===== src/rtl/nco_quad_freq_meter.sv =====
// -----------------------------------------------------------------------------
// nco_quad_freq_meter
//
// Receive-side companion to the 1-bit quadrature NCO. The sin/cos pair is
// registered, decoded to a phase quadrant, and compared with the previous
// quadrant to produce a signed step (+1, -1 or 0). Steps are summed in a
// saturating accumulator over a gate window of 2^GATE_BITS enabled clocks.
// At the end of each window the net count is published.
//
// The NCO tuning word can be recovered as:
//   delta_phi ~= quad_count * 2^(PHASE_ACC_BITS-2) / 2^GATE_BITS
//
// Ports:
//   clk          system clock, rising edge
//   rst_n        asynchronous active-low reset
//   ena          clock enable; low holds all state, count_valid reads 0
//   clr          synchronous measurement restart (qualified by ena)
//   sin_in       1-bit sine from the NCO
//   cos_in       1-bit cosine from the NCO
//   quad_count   signed net quadrant steps of the last completed window
//   count_valid  one-cycle pulse when quad_count updates
//   skip_err     last window saw at least one two-quadrant jump
//   overflow     last window's accumulator saturated
// -----------------------------------------------------------------------------
module nco_quad_freq_meter #(
    parameter int GATE_BITS  = 10,
    parameter int COUNT_BITS = 12
) (
    input  logic                         clk,
    input  logic                         rst_n,
    input  logic                         ena,
    input  logic                         clr,
    input  logic                         sin_in,
    input  logic                         cos_in,
    output logic signed [COUNT_BITS-1:0] quad_count,
    output logic                         count_valid,
    output logic                         skip_err,
    output logic                         overflow
);

    localparam logic [GATE_BITS-1:0]         GATE_ONE = {{(GATE_BITS-1){1'b0}}, 1'b1};
    localparam logic signed [COUNT_BITS-1:0] ACC_MAX  = {1'b0, {(COUNT_BITS-1){1'b1}}};
    localparam logic signed [COUNT_BITS-1:0] ACC_MIN  = {1'b1, {(COUNT_BITS-1){1'b0}}};
    localparam logic signed [COUNT_BITS:0]   STEP_P1  = {{COUNT_BITS{1'b0}}, 1'b1};
    localparam logic signed [COUNT_BITS:0]   STEP_M1  = {(COUNT_BITS+1){1'b1}};

    // (sin,cos) -> quadrant: 11->0, 10->1, 00->2, 01->3
    function automatic logic [1:0] quad_of(input logic [1:0] sc);
        logic [1:0] q;
        case (sc)
            2'b11:   q = 2'd0;
            2'b10:   q = 2'd1;
            2'b00:   q = 2'd2;
            default: q = 2'd3;
        endcase
        return q;
    endfunction

    logic [1:0]                   in_q, in_d;
    logic [1:0]                   prev_q, prev_d;
    logic                         prev_valid_q, prev_valid_d;
    logic [GATE_BITS-1:0]         gate_q, gate_d;
    logic signed [COUNT_BITS-1:0] acc_q, acc_d;
    logic                         win_skip_q, win_skip_d;
    logic                         win_ovf_q, win_ovf_d;
    logic signed [COUNT_BITS-1:0] quad_count_q, quad_count_d;
    logic                         count_valid_q, count_valid_d;
    logic                         skip_err_q, skip_err_d;
    logic                         overflow_q, overflow_d;

    logic [1:0]                   q_cur;
    logic [1:0]                   q_diff;
    logic signed [COUNT_BITS:0]   step;
    logic                         skip_now;
    logic signed [COUNT_BITS:0]   sum;
    logic                         sat_now;
    logic signed [COUNT_BITS-1:0] acc_sat;
    logic                         terminal;

    assign q_cur    = quad_of(in_q);
    assign q_diff   = q_cur - prev_q;
    assign terminal = (gate_q == '1);

    always_comb begin
        step     = '0;
        skip_now = 1'b0;
        if (prev_valid_q) begin
            case (q_diff)
                2'd1:    step = STEP_P1;
                2'd3:    step = STEP_M1;
                2'd2:    skip_now = 1'b1;   // half-turn: direction unknown
                default: step = '0;
            endcase
        end
    end

    // One guard bit: steps are only +-1, so a sign/guard disagreement means
    // exactly one LSB past the rail, and the guard bit tells which rail.
    assign sum     = {acc_q[COUNT_BITS-1], acc_q} + step;
    assign sat_now = sum[COUNT_BITS] ^ sum[COUNT_BITS-1];
    assign acc_sat = sat_now ? (sum[COUNT_BITS] ? ACC_MIN : ACC_MAX)
                             : sum[COUNT_BITS-1:0];

    always_comb begin
        in_d          = in_q;
        prev_d        = prev_q;
        prev_valid_d  = prev_valid_q;
        gate_d        = gate_q;
        acc_d         = acc_q;
        win_skip_d    = win_skip_q;
        win_ovf_d     = win_ovf_q;
        quad_count_d  = quad_count_q;
        skip_err_d    = skip_err_q;
        overflow_d    = overflow_q;
        count_valid_d = 1'b0;

        if (ena) begin
            in_d   = {sin_in, cos_in};
            prev_d = q_cur;
            if (clr) begin
                prev_valid_d = 1'b0;
                gate_d       = '0;
                acc_d        = '0;
                win_skip_d   = 1'b0;
                win_ovf_d    = 1'b0;
            end else begin
                prev_valid_d = 1'b1;
                gate_d       = gate_q + GATE_ONE;
                if (terminal) begin
                    quad_count_d  = acc_sat;
                    skip_err_d    = win_skip_q | skip_now;
                    overflow_d    = win_ovf_q | sat_now;
                    count_valid_d = 1'b1;
                    acc_d         = '0;
                    win_skip_d    = 1'b0;
                    win_ovf_d     = 1'b0;
                end else begin
                    acc_d      = acc_sat;
                    win_skip_d = win_skip_q | skip_now;
                    win_ovf_d  = win_ovf_q | sat_now;
                end
            end
        end
    end

    always_ff @(posedge clk or negedge rst_n) begin
        if (!rst_n) begin
            in_q          <= '0;
            prev_q        <= '0;
            prev_valid_q  <= 1'b0;
            gate_q        <= '0;
            acc_q         <= '0;
            win_skip_q    <= 1'b0;
            win_ovf_q     <= 1'b0;
            quad_count_q  <= '0;
            count_valid_q <= 1'b0;
            skip_err_q    <= 1'b0;
            overflow_q    <= 1'b0;
        end else begin
            in_q          <= in_d;
            prev_q        <= prev_d;
            prev_valid_q  <= prev_valid_d;
            gate_q        <= gate_d;
            acc_q         <= acc_d;
            win_skip_q    <= win_skip_d;
            win_ovf_q     <= win_ovf_d;
            quad_count_q  <= quad_count_d;
            count_valid_q <= count_valid_d;
            skip_err_q    <= skip_err_d;
            overflow_q    <= overflow_d;
        end
    end

    assign quad_count  = quad_count_q;
    assign count_valid = count_valid_q;
    assign skip_err    = skip_err_q;
    assign overflow    = overflow_q;

endmodule


===== config.mk =====
export PLATFORM = sky130hd
export DESIGN_NAME = nco_quad_freq_meter
export DESIGN_NICKNAME = d
export VERILOG_FILES = /design/src/rtl/nco_quad_freq_meter.sv
export SDC_FILE = /design/constraint.sdc
export NUM_CORES = 1
export LEC_CHECK = 0
export CORE_MARGIN = 2
export CORE_UTILIZATION = 55
export CTS_CLUSTER_SIZE = 10
export DETAILED_ROUTE_END_ITERATION = 10
export PLACE_DENSITY = 0.76
export SETUP_SLACK_MARGIN = 0.02
export SLEW_MARGIN = 20
export SYNTH_ARGS = -nofsm -noshare
export SYNTH_HDL_FRONTEND = slang
export SYNTH_SLANG_ARGS = --single-unit
export TNS_END_PERCENT = 50

===== constraint.sdc =====
create_clock -name clk -period 9.4 [get_ports clk]
set_clock_uncertainty 0.2 [all_clocks]
set_input_delay 1.88 -clock clk [delete_from_list [all_inputs] [get_ports clk]]
set_output_delay 1.88 -clock clk [all_outputs]
set_load 0.005 [all_outputs]

==> results.json <==
{
  "syn_inst": 283,
  "vdd.ir_drop.worst_mv": 0.137,
  "cts_root_buffer": "clkbuf_8",
  "async_flop_share_pct": 100,
  "grt_max_degree": 45,
  "cts-resized-gates": 0,
  "start_util_pct": 57.8,
  "synth.area.mux_share_pct": 1.67,
  "clock-sinks": 44,
  "max_slew_margin_pct": 35.9,
  "switchingPower_uw": 297,
  "hp-class": "flip-flop to flip-flop",
  "grt_pass1_wl_mm": 8.73,
  "endpoint_kind": "flip-flop",
  "cellLeakagePower_nw": 1.33,
  "ctsHoldBuffers": 0,
  "arrival_ns": 4.28,
  "maxCapViolCount": 0,
  "hold_viol_final": 0,
  "fin_setup_tns_ns": 0,
  "yosysUniqueCellTypes": 43,
  "powerDensity_mw_per_mm2": 252,
  "io_buffers": 20,
  "fmax_mhz": 231,
  "clockBufferDepth": 2,
  "start_kind": "flip-flop",
  "dr_total_vias": 1989,
  "final_common_cell": "dfrtp_1",
  "clkTransAtPathRegs_ns": 0.08,
  "dp_hpwl_mm": 3.55,
  "setup_viol": 0,
  "die_h_um": 72.1,
  "p_int_uw": 425,
  "syn_area_sq_mm": 0.00255,
  "grt_usage_pct": 21.3,
  "die_w_um": 72.1,
  "dr.pass1.iters": 4,
  "synth_top_family_by_area": "compound AO/OA/AOI/OAI gates",
  "outcome": "finished clean",
  "grt_pass1_vias": 2043,
  "clkPwrFrac_pct": 17.5,
  "htreeDepth": 2,
  "yosys.area_share.simple_pct": 15.9,
  "synth_compound_area_share_pct": 21.1,
  "cp_max_fo": 11,
  "tightestPinTransition_ns": 0.961,
  "ys_warn_count": 0,
  "via_per_inst": 5.65,
  "hold_ws_ns": 0.283,
  "n_antenna_cell": 0,
  "synthAdderAreaFrac_pct": 8.63,
  "clk_latency_ns": 0.30,
  "slew_viol_final": 0,
  "rows": 24,
  "antenna_found_initial": 0,
  "drc_errors": 0,
  "dieArea_sq_mm": 0.00520,
  "synth_edf_count": 0,
  "synth_flop_cell": "dfrtp_1",
  "cts_made_buffers": 5,
  "synthXorXnorAreaFrac_pct": 3.43,
  "ios": 21,
  "final_cell_count_no_fill": 352,
  "seqPwrFrac_pct": 33.2,
  "drt_iter0_markers": 125,
  "grt_overflow": 0,
  "regArea_sq_mm": 0.00110,
  "wl_per_cell_um": 14.2,
  "synth.avg_cell_area_sq_um": 9.01,
  "critPathRequiredTime_ns": 9.36,
  "wl_mm": 4.99,
  "r2r-start": "in_q[0]$_DFFE_PN0P_",
  "postCtsSetupBuffers": 0,
  "gp_congestion": 0.849,
  "nNetsFinal": 322,
  "crit_type": "flip-flop to flip-flop",
  "core-area_sq_mm": 0.00441,
  "hold_path_startpoint": "skip_err$_DFFE_PN0P_",
  "cts_tree": "built",
  "final.min_clock_period_ns": 4.32,
  "final_layout_size_suffix_gt1_share_pct": 7.33,
  "syn2layout_area_growth_pct": 12.4,
  "startpoint": "in_q[0]$_DFFE_PN0P_",
  "syn_nets": 306,
  "p_total_uw": 722,
  "ys_ff_latch": 44,
  "rsz0062_at_grt": "false",
  "multi_input_area_sq_mm": 0.00129,
  "finalCritPeriodShare_pct": 46.0,
  "drtAntennaViolNets": 0,
  "p_sw_share_pct": 41.1,
  "n_fill_cell": 362,
  "dp_cells": 344,
  "mostFrequentLayoutCells": "dfrtp_1, nand2_1, o21ai_0",
  "seq_area_frac_synth_pct": 43.2,
  "combinationalPowerShare_pct": 49.3
}
==> kinds of logic (layout without fill, tap and decap cells) <==
| logic type | count (synthesis) | count (layout) |
|---|---|---|
| compound gates | 88 | 88 |
| xor+xnor | 10 | 10 |
| fa+ha+maj | 17 | 17 |
| buf+inv | 39 | 56 |
| flops | 44 | 44 |
| mux | 4 | 4 |
| simple gates | 81 | 81 |
==> final cells by class <==
class	instances	share of cell area, %
clock buffer	6	2.88
multi-input combinational	200	45.2
timing repair buffer	22	7.33
sequential	44	38.4
inverter	26	3.40
clock inverter	2	0.524
tap	52	2.27
==> registers in the layout, summed over array words and instances (netlist names) <==
register / cells
overflow: 1
prev_q: 2
gate_q: 10
acc_q: 12
count_valid: 1
in_q: 2
skip_err: 1
win_skip_q: 1
prev_valid_q: 1
win_ovf_q: 1
quad_count: 12
==> cell usage after synthesis (2+ instances only) <==
cell	n	area [sq um]
nand3_1	3	15.0
ha_1	16	200
clkbuf_1	11	41.3
a21o_1	3	22.5
nor2b_1	4	25.0
xnor2_1	7	61.3
and3_1	4	25.0
mux2_2	2	22.5
o22ai_1	14	87.6
xor2_1	3	26.3
o31ai_1	3	22.5
mux2i_1	2	20.0
inv_1	26	97.6
a21oi_1	19	95.1
nand2b_1	5	31.3
o21a_1	2	15.0
nand2_1	39	146
dfrtp_1	44	1100
nor2_1	17	63.8
o21ai_0	36	180
==> worst max-delay path: stages (launching register included) <==
cell and delay [ns]:
dfrtp_1 0.35, inv_1 0.06, ha_1 0.30, inv_1 0.06
ha_1 0.15, xor2_1 0.18, xnor2_1 0.17, nand2_1 0.12
inv_1 0.33, ha_1 0.38, a21oi_1 0.25, o22ai_1 0.16
o21ai_0 0.20, or4b_4 0.53, nand3b_4 0.26, a21oi_1 0.35
o22ai_1 0.14
==> power groups by stage <==
stage                     registers [mW]  logic [mW]  clock network, mW
after floorplan                    0.240       0.284                  0
after global placement             0.243       0.348                  0
after detailed placement           0.244       0.353                  0
after CTS                          0.240       0.356              0.129
after global routing               0.244       0.393              0.137
final                              0.240       0.356              0.126
==> stage by stage <==
step	utilization, %	worst slack [ns]	cell area (sq um)
after floorplan	-	5.66	2550
after global placement	62.7	5.15	2770
after detailed placement	62.7	5.08	2770
after CTS	64.9	5.08	2870
after global routing	64.9	4.77	2870
final	64.9	5.08	2870
==> per-layer routing <==
metal	track usage (%)	vias to the layer above	share of wire, %
met2	36.7	36	50
met1	25.2	932	45
met5	0	-	0
met3	4.31	13	2.9
li1	-	1008	-
met4	10.5	0	2.4
==> worst paths after layout <==
path,end,depth (start not counted),slack (ns)
setup / recovery,acc_q[10]$_DFFE_PN0P_,16,5.08
hold / removal,skip_err$_DFFE_PN0P_,2,0.28
setup reg to reg,acc_q[10]$_DFFE_PN0P_,16,5.08
hold reg to reg,skip_err$_DFFE_PN0P_,2,0.28
max in group asynchronous,acc_q[10]$_DFFE_PN0P_,1,6.87
min in group asynchronous,quad_count[4]$_DFFE_PN0P_,1,1.52
Power figures use the tool's default switching activity.
==> patch 1, RTL diff (config.mk and constraints unchanged) <==
Make the reset (`rst_n`) synchronous in one clocked block. Comments in the files are not updated.
--- a/src/rtl/nco_quad_freq_meter.sv
+++ b/src/rtl/nco_quad_freq_meter.sv
@@ -144,5 +144,5 @@
     end
 
-    always_ff @(posedge clk or negedge rst_n) begin
+    always_ff @(posedge clk) begin
         if (!rst_n) begin
             in_q          <= '0;
Function: no difference found for any inputs over 10 cycles, from zero or initial values and one cycle with rst_n low; that may be too few to reach the edited logic, so the function may still have changed.
==> patch 1 against the unedited design <==
Core utilization increased by 0.26 points; first-iteration DRC count increased by 34%; setup slack improved by 0.065 ns; cell area increased by 0.39%; sequential cell count unchanged; wire length increased by 5.5%; synthesized area increased by 0.39%; non-clock buffer count increased by 1; critical endpoint is now quad_count[10].
Power is not compared: it rests on default switching activity, and its combinational part moved more than twofold at a synthesized area within 25%.
==> patch 1: results <==
[critical_path]
rr_endpoint = quad_count[10]
regToRegSetupSlack_ns = 5.14
rr_worst_depth = 15
regToRegStartpoint = in_q[0]
critPathTopFamily = simple AND/OR/NAND/NOR gates
slowest_stage = or4b_4
slowest_delay_ns = 0.58
worstPathMaxFanout = 22

[sta]
relSlewSlack = 0.4721

[finish]
nets = 342
drive_gt1_frac = 0.09375

[synthesis]
synth_xor_area_frac = 0.03078
synth_common_cells = dfxtp_1, nand2_1, o21ai_0
async_flop_share = 0
synthAdderAreaFrac = 0.08598
synth_cell_types = 44
synth_compound_area_frac = 0.2574
muxShareOfSynthArea = 0.02394
seq_area_frac_synth = 0.3439
synthFlopType = dfxtp_1
ys_top_cells_by_area = dfxtp_1, ha_1, a31oi_1
syn_nets = 327

[clocking]
postCtsSetupBuffers = 0
cts_made_buffers = 5
cts_sinks = 44
cts_buffer_depth = 2
clk_latency_ns = 0.30

[pwr]
p_leak_nw = 1.133
peakVddDrop_v = 0.00009832

[global_routing]
grt_util_all_layers = 0.2170
grt_max_degree = 46
grt_pass1_wl_um = 9025
grt_pass1_vias = 2032
antenna_found_initial = 0

[routing]
detailroute.via_count = 2160
drt-initial-drc-count = 167
routed_wl_um = 5261

[status]
run_status = finished, final reports clean

[worst_hold_path]
hold_path_class = register to register
hp-start = win_ovf_q
holdPathEnd = overflow

[place]
hpwl_um = 3582
gp_congestion = 0.8742
## patch 1: worst max-delay path by stage
stage	start	end	slack (ns)	cells past startpoint
3_5_place_dp	in_q[0]	quad_count[10]	5.14	15
4_1_cts	in_q[0]	quad_count[10]	5.10	15
6_report	in_q[0]	quad_count[10]	5.14	15
5_1_grt	in_q[0]	quad_count[6]	4.71	15
3_3_place_gp	ena	acc_q[9]	5.14	6
2_1_floorplan	in_q[0]	acc_q[3]	5.74	17
## patch 1: cell type report
class / instances / area (um^2)
Sequential cell: 44 / 880.8
Clock buffer: 5 / 68.82
Fill cell: 395 / 1536
Clock inverter: 3 / 23.77
Tap cell: 52 / 65.06
Multi-Input combinational cell: 237 / 1587
Timing Repair Buffer: 23 / 222.7
Inverter: 8 / 30.03
## patch 1: report_power, final
part	internal [W]	leakage (nW)	total [W]	switching [W]
clock network	0.0000526	0.0404	0.000121	0.0000682
logic	0.0000234	0.737	0.0000587	0.0000353
registers	0.000191	0.356	0.000194	0.00000311
total	0.000267	1.13	0.000374	0.000107
## patch 1: routing by layer
| metal | up-vias | global-route usage | share of wire |
|---|---|---|---|
| met5 | - | 0 | 0 |
| met2 | 55 | 0.3415 | 0.44 |
| li1 | 1113 | - | - |
| met1 | 988 | 0.2947 | 0.50 |
| met3 | 4 | 0.04028 | 0.052 |
| met4 | 0 | 0.08595 | 0.0072 |
## patch 1: through the flow
stage / cells / area, um^2 / util / hold WS (ns)
6_report: 372 / 2878 / 0.6519 / 0.2718
5_1_grt: 372 / 2878 / 0.6519 / 0.3007
4_1_cts: 372 / 2878 / 0.6519 / 0.2651
3_5_place_dp: 364 / 2785 / 0.6310 / 0.2626
3_3_place_gp: 364 / 2785 / 0.6310 / 0.2634
2_1_floorplan: 304 / 2561 / - / 0.2388
==> patch 2, RTL diff (same flow settings) <==
Without the edit above. Set the parameter `COUNT_BITS` to 10 (it was 12).
--- a/src/rtl/nco_quad_freq_meter.sv
+++ b/src/rtl/nco_quad_freq_meter.sv
@@ -25,5 +25,5 @@
 module nco_quad_freq_meter #(
     parameter int GATE_BITS  = 10,
-    parameter int COUNT_BITS = 12
+    parameter int COUNT_BITS = 10
 ) (
     input  logic                         clk,
Interface: changed (resized quad_count); port bits go from 21 to 19. No check against the original RTL was run, so the function may have changed too.
==> patch 2 against the unedited design <==
Wire length fell by 9.8%; non-clock buffer count fell by 3; critical path type is now primary input to register; largest cell class unchanged; power fell by 19%; cell area fell by 6.5%; sequential share of layout area fell by 1.1 points; combinational power fell by 38%; sequential cell count fell by 4; synthesized area fell by 7.6%; setup slack got worse by 0.074 ns.
==> patch 2: results <==
[critical_path]
worstPathMaxFanout = 34
rr_worst_depth = 14
regToRegStartpoint = in_q[0]
arrival_ns = 4.38
crit_path_start = ena

[clocking]
htree_levels = 2
cts_made_buffers = 5
clockRootBuffer = clkbuf_8
path_clk_slew_ns = 0.07
cts_resized = 0

[global_routing]
grt_pass1_wl_um = 7879
grt_pass1_vias = 1697
grt_max_degree = 41
grt_util_all_layers = 0.2024

[routing]
routed_via_density = 5.816
routed_wl_um = 4497
firstDrtPassIters = 4
drt-initial-drc-count = 72

[worst_hold_path]
hp-start = quad_count[9]
min_delay_path_depth = 2

[synthesis]
synth_common_cells = dfrtp_1, nand2_1, inv_1
ys_warn_count = 0
synth_compound_area_frac = 0.2495
synth_xor_area_frac = 0.02972
seq_area_frac_synth = 0.4246
synthAdderAreaFrac = 0.09130
syn_nets = 269
synth_cell_types = 50
ys_top_cells_by_area = dfrtp_1, ha_1, o21ai_0
muxShareOfSynthArea = 0.009023

[finish]
n_fill_cell = 334
drive_gt1_frac = 0.07925
nets = 285
num_antenna_cells = 0

[sta]
relSlewSlack = 0.4297

[place]
hpwl_um = 3345
port_buffers = 18
gp_congestion = 0.8804

[status]
run_status = finished, final reports clean

[pwr]
p_leak_nw = 1.208
peakVddDrop_v = 0.0001360
p_per_area_nw_per_um2 = 217.6
[patch 2: changes by cell type after synthesis, moves of 3 or more]
cell and delta:
o221ai_2 +6, inv_1 -3, nand3_1 +3, o21ai_0 -15, dfrtp_1 -4, o22ai_1 -8
xnor2_1 -3, o22a_1 +6, a21oi_1 -9, nand2_1 -14, nor2_1 +4, clkbuf_1 -5
[patch 2: worst paths after layout]
path | endpoint | slack, ns
setup / recovery | quad_count[0] | 5.01
hold / removal | quad_count[9] | 0.29
setup reg to reg | acc_q[4] | 5.22
hold reg to reg | quad_count[9] | 0.29
max in group asynchronous | count_valid | 6.97
min in group asynchronous | gate_q[5] | 1.48
[patch 2: critical path, cell delays in order]
cell and delay, ns:
clkdlybuf4s50_1 0.45, buf_4 0.31, nor2b_1 0.52, nand4_1 0.53, or2_1 0.47, o22a_1 0.20
[patch 2: final cells by class]
class	count	share of cell area
Clock inverter	1	0.01120
Multi-Input combinational cell	174	0.4542
Inverter	24	0.03361
Clock buffer	7	0.03595
Tap cell	50	0.02334
Timing Repair Buffer	19	0.06816
Sequential cell	40	0.3735
[patch 2: through the flow]
stage                     instance area (um^2)  cells  setup WS (ns)    util  hold slack [ns]
final                                     2680    315          5.005  0.6605           0.2889
after global routing                      2680    315          4.803  0.6605           0.3126
after CTS                                 2680    315          5.015  0.6605           0.2972
after detailed placement                  2554    307          4.704  0.6294           0.2785
after global placement                    2554    307          4.837  0.6294           0.2756
after floorplan                           2357    248          5.815       -           0.2568
[patch 2: cells by family (layout without fill, tap and decap cells)]
family,Yosys count,after routing
buffers and inverters,34,51
flip-flops,40,40
AO/OA/AOI/OAI,76,76
AND/OR/NAND/NOR,71,71
multiplexers,2,2
adder cells (fa/ha/maj),17,17
XOR/XNOR,8,8
[patch 2: per-layer routing]
metal | global-route usage | up-vias | share of wire
li1 | - | 918 | -
met1 | 0.2809 | 883 | 0.47
met2 | 0.3045 | 21 | 0.48
met3 | 0.05233 | 10 | 0.027
met4 | 0.08061 | 0 | 0.019
met5 | 0 | - | 0
[patch 2: report_power, final]
part | internal (W) | switching, W
Combinational | 0.0000879 | 0.000132
Clock | 0.0000937 | 0.0000594
Sequential | 0.000194 | 0.0000158
